File: src/rtl/target_loader.sv
// target_loader: producer side of the comparator's target interface.
// Captures a 256-bit mining target from the host, writes it into the target
// FIFO one word at a time (least-significant word first), then raises start
// toward the comparator and waits for a result. Also drives the stop/stop_ack
// handshake so the host can abort a job at any point after capture.
//
// Handshake rules (all interfaces of this block):
//   tgt_in is taken on a rising clk edge where tgt_valid & tgt_ready are both 1;
//   tgt_ready is a registered flag that is high only while the loader is idle.
//   A FIFO word is written on each rising clk edge where fifo_we is 1; fifo_we
//   is never raised while fifo_full or stop_req is high, so a full FIFO simply
//   stalls the sequence without skipping or repeating a word.
//   stop is held high until the comparator's stop_ack_comp is seen with stop
//   already high, so the comparator always observes at least one stop cycle.
module target_loader #(
    parameter int WORD_W = 32,
    parameter int WORDS  = 8
) (
    input  logic                     clk,
    input  logic                     rst,
    input  logic [WORD_W*WORDS-1:0]  tgt_in,
    input  logic                     tgt_valid,
    output logic                     tgt_ready,
    input  logic                     stop_req,
    output logic [WORD_W-1:0]        fifo_din,
    output logic                     fifo_we,
    input  logic                     fifo_full,
    output logic                     start,
    output logic                     stop,
    input  logic                     stop_ack_comp,
    input  logic                     result,
    output logic                     found,
    output logic                     busy,
    output logic [2:0]               state_loader_dbg
);

    localparam int TGT_W = WORD_W * WORDS;
    localparam int CNT_W = (WORDS > 1) ? $clog2(WORDS) : 1;
    localparam logic [CNT_W-1:0] LAST_WORD = CNT_W'(WORDS - 1);

    typedef enum logic [2:0] {
        S_IDLE = 3'd0,
        S_PUSH = 3'd1,
        S_RUN  = 3'd2,
        S_STOP = 3'd3,
        S_DONE = 3'd4
    } state_e;

    state_e             state_q, state_d;
    logic [CNT_W-1:0]   cnt_q, cnt_d;
    logic [TGT_W-1:0]   tgt_q, tgt_d;
    logic               found_q, found_d;
    logic               start_q, start_d;
    logic               stop_q, stop_d;
    logic               tgt_ready_q, tgt_ready_d;
    logic               busy_q, busy_d;

    // FIFO write strobe and data are combinational so a full FIFO or an abort
    // request suppresses the write in the very same cycle.
    assign fifo_we  = (state_q == S_PUSH) && !fifo_full && !stop_req;
    assign fifo_din = tgt_q[cnt_q*WORD_W +: WORD_W];

    assign tgt_ready        = tgt_ready_q;
    assign start            = start_q;
    assign stop             = stop_q;
    assign found            = found_q;
    assign busy             = busy_q;
    assign state_loader_dbg = state_q;

    // Next-state logic; registered outputs are derived from the next state so
    // they line up with the state they belong to.
    always_comb begin
        state_d = state_q;
        cnt_d   = cnt_q;
        tgt_d   = tgt_q;
        found_d = found_q;

        case (state_q)
            S_IDLE: begin
                // stop_req is deliberately ignored here: there is no job to abort.
                if (tgt_valid && tgt_ready_q) begin
                    tgt_d   = tgt_in;
                    found_d = 1'b0;
                    cnt_d   = '0;
                    state_d = S_PUSH;
                end
            end
            S_PUSH: begin
                if (stop_req) begin
                    // Partially written target is abandoned; host owns FIFO flush.
                    state_d = S_STOP;
                end else if (fifo_we) begin
                    cnt_d = cnt_q + CNT_W'(1);
                    if (cnt_q == LAST_WORD) begin
                        state_d = S_RUN;
                    end
                end
            end
            S_RUN: begin
                // A result arriving together with an abort still counts as found.
                if (result) begin
                    found_d = 1'b1;
                end
                if (stop_req) begin
                    state_d = S_STOP;
                end else if (result) begin
                    state_d = S_DONE;
                end
            end
            S_DONE: begin
                // Wait for result to fall so start is never re-armed on a stale hit.
                if (stop_req) begin
                    state_d = S_STOP;
                end else if (!result) begin
                    state_d = S_IDLE;
                end
            end
            S_STOP: begin
                // Require our own stop to be visible before trusting the ack,
                // since the comparator's ack idles high.
                if (stop_q && stop_ack_comp) begin
                    state_d = S_IDLE;
                end
            end
            default: begin
                state_d = S_IDLE;
            end
        endcase

        start_d     = (state_d == S_RUN);
        stop_d      = (state_d == S_STOP);
        tgt_ready_d = (state_d == S_IDLE);
        busy_d      = (state_d != S_IDLE);
    end

    // State, datapath and output registers with synchronous reset.
    always_ff @(posedge clk) begin
        if (rst) begin
            state_q     <= S_IDLE;
            cnt_q       <= '0;
            tgt_q       <= '0;
            found_q     <= 1'b0;
            start_q     <= 1'b0;
            stop_q      <= 1'b0;
            tgt_ready_q <= 1'b0;
            busy_q      <= 1'b0;
        end else begin
            state_q     <= state_d;
            cnt_q       <= cnt_d;
            tgt_q       <= tgt_d;
            found_q     <= found_d;
            start_q     <= start_d;
            stop_q      <= stop_d;
            tgt_ready_q <= tgt_ready_d;
            busy_q      <= busy_d;
        end
    end

endmodule

File: config.mk
export PLATFORM = sky130hd
export DESIGN_NAME = target_loader
export DESIGN_NICKNAME = d
export VERILOG_FILES = /design/src/rtl/target_loader.sv
export SDC_FILE = /design/constraint.sdc
export NUM_CORES = 1
export LEC_CHECK = 0
export ABC_AREA = 0
export BUFFER_PORTS_ARGS = -buffer_cell sky130_fd_sc_hd__buf_4
export CAP_MARGIN = 20
export CORE_AREA = 4 4 131 195
export CTS_CLUSTER_SIZE = 16
export DETAILED_ROUTE_END_ITERATION = 7
export DIE_AREA = 0 0 135 199
export HOLD_SLACK_MARGIN = 0.15
export PLACE_DENSITY = 0.84
export SETUP_SLACK_MARGIN = 0.3
export SLEW_MARGIN = 20
export SYNTH_ARGS = -nofsm -noshare
export SYNTH_HDL_FRONTEND = slang
export SYNTH_SLANG_ARGS = --single-unit
File: constraint.sdc
create_clock -name clk -period 1.8 [get_ports clk]
set_input_delay 0.18 -clock clk [delete_from_list [all_inputs] [get_ports clk]]
set_output_delay 0.18 -clock clk [all_outputs]
set_load 0.01 [all_outputs]
==> impl_results.md, run 1 <==
* Clock buffer count from CTS at 26
* All-Layer GR Usage at 78.2%
* Vias in the first global route at 20,426
* I/O Pins at 304
* Seq/Total Area, Yosys at 47.4%
* Row cnt at 69
* Largest net degree at the start of global routing at 75
* Die width at 135 um
* Stopped at: global routing
* Routability Congestion at 0.956
* H-tree depth at 1
* Result of the run: stopped before the end
* Grt total ovfl at 656
* Dominant synthesized flop cell: dfxtp_1
* Err: [ERROR GRT-0116] Global routing finished with congestion. Check the congestion regions in the DRC Viewer.
* IO Port Bufs at 303
* Post-DP HPWL at 28,900 um
* Mapped Avg Cell Area at 8.78 um^2
* Synth top area cells: dfxtp_1, nand2_1, mux4_2
* Initial Utilization at 47.5%
* Synth Instances at 1,285
* Flops & latches, synth at 267
* Clk sinks at 267
* Synth unique cells at 31
* Root buffer cell: clkbuf_16
* Clk buf depth at 3
* Top cell type's share of synthesized area at 47.4%
* Global-route wire length before repair at 161,000 um
* Mapped Area at 11,300 um^2
* Post-synth top area cell: dfxtp_1
* Die extent in y at 199 um
* Syn. warnings at 0
* Syn nets at 1,550
* EDFF count, synth at 0
* Asr flop ratio synth at 0%
timing repair:
| action | CTS |
|---|---|
| hold buffers | 262 |
| endpoints found under the setup margin | 287 |
| hold endpoints to repair | 262 |
| resized for setup | 613 |
| gates cloned | 65 |
| pin swaps | 226 |
| buffers inserted | 69 |
Yosys cell counts (3+ instances only):
| cell | n |
|---|---|
| nand2_1 | 517 |
| dfxtp_1 | 267 |
| a21oi_1 | 261 |
| mux4_2 | 64 |
| clkbuf_1 | 43 |
| buf_2 | 34 |
| mux2_2 | 32 |
| buf_6 | 22 |
| buf_4 | 5 |
| nand2b_1 | 5 |
| nand3_1 | 4 |
| nor2_1 | 4 |
| buf_1 | 3 |
| nor3_1 | 3 |
kinds of logic after synthesis:
family,synth area share (%)
XOR/XNOR,0.0777
flip-flops,47.4
multiplexers,16.0
adder cells (fa/ha/maj),0.222
AND/OR/NAND/NOR,18.6
buffers and inverters,5.60
AO/OA/AOI/OAI,12.1
through the flow:
step / setup slack (ps) / instance area [um^2] / hold slack [ps] / cells
3_3_place_gp: -17.0 / 14000 / 427 / 1834
3_5_place_dp: -34.3 / 14000 / 435 / 1834
4_1_cts: -530 / 22100 / 165 / 2276
2_1_floorplan: 196 / 11500 / 257 / 1285
layer usage:
| layer | GRT usage (%) | GRT overflow |
|---|---|---|
| met1 | 72.9 | 2 |
| met2 | 99.4 | 445 |
| met3 | 59.3 | 4 |
| met4 | 86.9 | 205 |
| met5 | 21.1 | 0 |
==> inputs of run 2 (changes only) <==
- CORE_AREA: 4 4 131 195 -> 4 4 173 175
- CTS_CLUSTER_SIZE: 16 -> default
- DIE_AREA: 0 0 135 199 -> 0 0 177 179
- HOLD_SLACK_MARGIN: 0.15 -> default
- PLACE_DENSITY: 0.84 -> default
- PLACE_DENSITY_LB_ADDON: default -> 0.15
- SETUP_SLACK_MARGIN: 0.3 -> default
- clock period: 1.8 -> 2.34 ns (I/O delays scaled with it)
==> run 2 against run 1 <==
Net effect: the flow now finishes, with violations (setup timing); synthesized cell count stayed put; area after synthesis unchanged.
==> impl_results.md, run 2 <==
* Post-DP Area at 13,800 um^2 (-1.3%)
* Setup WS post-layout at -108 ps
* Lkg Pwr at 0.00688 uW
* Clk buf depth at 3 (unchanged)
* Crit Path Max Fanout at 7
* Max-slew violation count at 0
* Avg WL per Cell at 18.3 um
* Total core area at 28,500 um^2
* Syn nets at 1,550 (unchanged)
* Vias in the first global route at 11,396
* Arrival @ worst endpoint at 2210 ps
* Placed cell count at 1,895 (+3.3%)
* Achievable Freq at 409 MHz
* Worst R2R Path Depth at 5
* Clk_skew at 17.7 ps
* Dominant synthesized flop cell: dfxtp_1
* H-tree depth at 1 (unchanged)
* TNS Setup at -2320 ps
* Clock buffer count from CTS at 29 (+12%)
* Most common cell after layout, fill and taps aside: nand2_1
* Root buffer cell: clkbuf_16
* Via density at 4.99
* Maximum vdd drop at 445 uV
* Post-synth top area cell: dfxtp_1
* Result of the run: complete, but fails checks
* All-Layer GR Usage at 24.3%
* Die width at 177 um (+31%)
* Row cnt at 62 (-10%)
* Final cell count without fillers at 2,214
* Headroom to the max-slew limit at 51.1%
* Failing checks: setup timing
* Initial Utilization at 39.6% (-7.9 points)
* Global-route wire length before repair at 60,400 um
* Synth top area cells: dfxtp_1, nand2_1, mux4_2
* Syn-to-layout area delta at 57.2%
* Post-DP HPWL at 26,800 um (-7.0%)
* Most flops, register: tgt_q
* Fin crit share at 105%
* Worst-path clk slew at 60 ps
* Mapped Avg Cell Area at 8.78 um^2 (unchanged)
* Most frequent cells in the layout: nand2_1, buf_4, dfxtp_1
* Total power at 12,400 uW
* Die extent in y at 179 um (-10%)
* Largest register FFs at 256
* Pre-antenna DRT Iters at 5
* IO Port Bufs at 303 (unchanged)
* Die Area at 31,700 um^2
* DRT antenna net count at 0
* Worst Setup Start Kind: register
* P per Cell Area at 701 nW/um^2
* Synth Instances at 1,285 (unchanged)
* Flops & latches, synth at 267 (unchanged)
* Post-synth top cells: nand2_1, dfxtp_1, a21oi_1
* Number of antenna violations at the first check in global routing at 3
* Final instance area at 17,700 um^2
* Via count at 11,048
* Fillers at 2,423
* Final setup fails at 32
* Seq/Total Area, Yosys at 47.4% (unchanged)
* Final hold violation count at 0
* RSZ-0062 raised after global routing: yes
* I/O Pins at 304 (unchanged)
* Clk sinks at 267 (unchanged)
* Hold Path Depth at 3
* Grt total ovfl at 0
* Mapped Area at 11,300 um^2 (unchanged)
* Asr flop ratio synth at 0% (unchanged)
* Finished Core Util at 62.3%
* Drc violations at 0
* Crit path required time at 2110 ps
* Top cell type's share of synthesized area at 47.4% (unchanged)
* Critical Path End Type: output pin
* CP Class: register to output pin
* Drt initial violations at 722
* Routability Congestion at 0.848 (-11%)
* Top-count cell post-synth: nand2_1
* EDFF count, synth at 0 (unchanged)
* Later-pin clock latency in the skew report at 540 ps
* Final WL at 40,600 um
* Least-Margin Pin Slew at 733 ps
* Synth unique cells at 31 (unchanged)
* Min Tclk post-route at 2450 ps
* Syn. warnings at 0 (unchanged)
* Maxcap violations at 0
* Worst Hold Class: input pin to register
* # nets final at 2,072
* Layout cells sized above 1 at 27.1%
* Largest net degree at the start of global routing at 98
* CTS tree: yes
==> run 2: cell counts after synthesis <==
No cell type changed its count.
==> run 2: logic make-up (layout without fill, tap and decap cells) <==
kind of cell / after synthesis / in the layout / synth area share (%)
simple gates: 542 / 542 / 18.6
fa+ha+maj: 2 / 2 / 0.222
buf+inv: 108 / 651 / 5.60
mux: 96 / 96 / 16.0
xor+xnor: 1 / 1 / 0.0777
flops: 267 / 267 / 47.4
compound gates: 269 / 269 / 12.1
other cells: 0 / 2 / 0
==> run 2: worst max-delay path, cell delays in order, from the launching register on <==
cell and delay [ps]:
dfxtp_4 430, buf_12 140, buf_4 130, mux4_2 540
mux2_4 300, buf_4 150
==> run 2: through the flow <==
step / hold WS (ps) / worst slack, ps
after floorplan: 318 / 552
after global placement: 439 / 339
after detailed placement: 444 / 330
after CTS: 0.555 / -149
after global routing: 0.578 / -176
final: 7.79 / -108
==> run 2: cell type report <==
class / count / area, um^2 / area share (%)
Timing Repair Buffer: 598 / 5500 / 31.0
Multi-Input combinational cell: 910 / 5380 / 30.3
Sequential cell: 267 / 5350 / 30.2
Clock buffer: 42 / 845 / 4.76
Tap cell: 384 / 480 / 2.71
Clock inverter: 10 / 155 / 0.875
Antenna cell: 2 / 5.00 / 0.0282
Inverter: 1 / 3.75 / 0.0212
==> run 2: layer usage <==
layer,GRT usage [%],vias up,share of wire (%)
li1,-,5364,-
met1,25.1,5193,35
met2,47.4,389,54
met3,5.17,98,6.3
met4,9.86,4,4.6
met5,0,-,0.049
==> run 2: repair_timing <==
action / in CTS / in global routing
setup buffers: 3 / 6
cloned: 2 / 3
resized for setup: 35 / 13
setup endpoints to repair: 32 / 32
hold buffers: 250 / 1
hold endpoints to repair: 251 / 1
==> run 2: report_power, final <==
part / internal, uW / switching, uW
Clock: 2930 / 1840
Combinational: 1280 / 1160
Sequential: 4950 / 262
Total: 9160 / 3260
==> run 2: worst paths after layout <==
path,start,end,slack [ps]
worst max register to register,state_loader_dbg[1],tgt_q[180],380
worst min register to register,tgt_q[59],tgt_q[59],450
worst min-delay path,tgt_in[66],tgt_q[66],8
worst max-delay path,cnt_q[0],fifo_din[29],-110
Power figures use the tool's default switching activity.
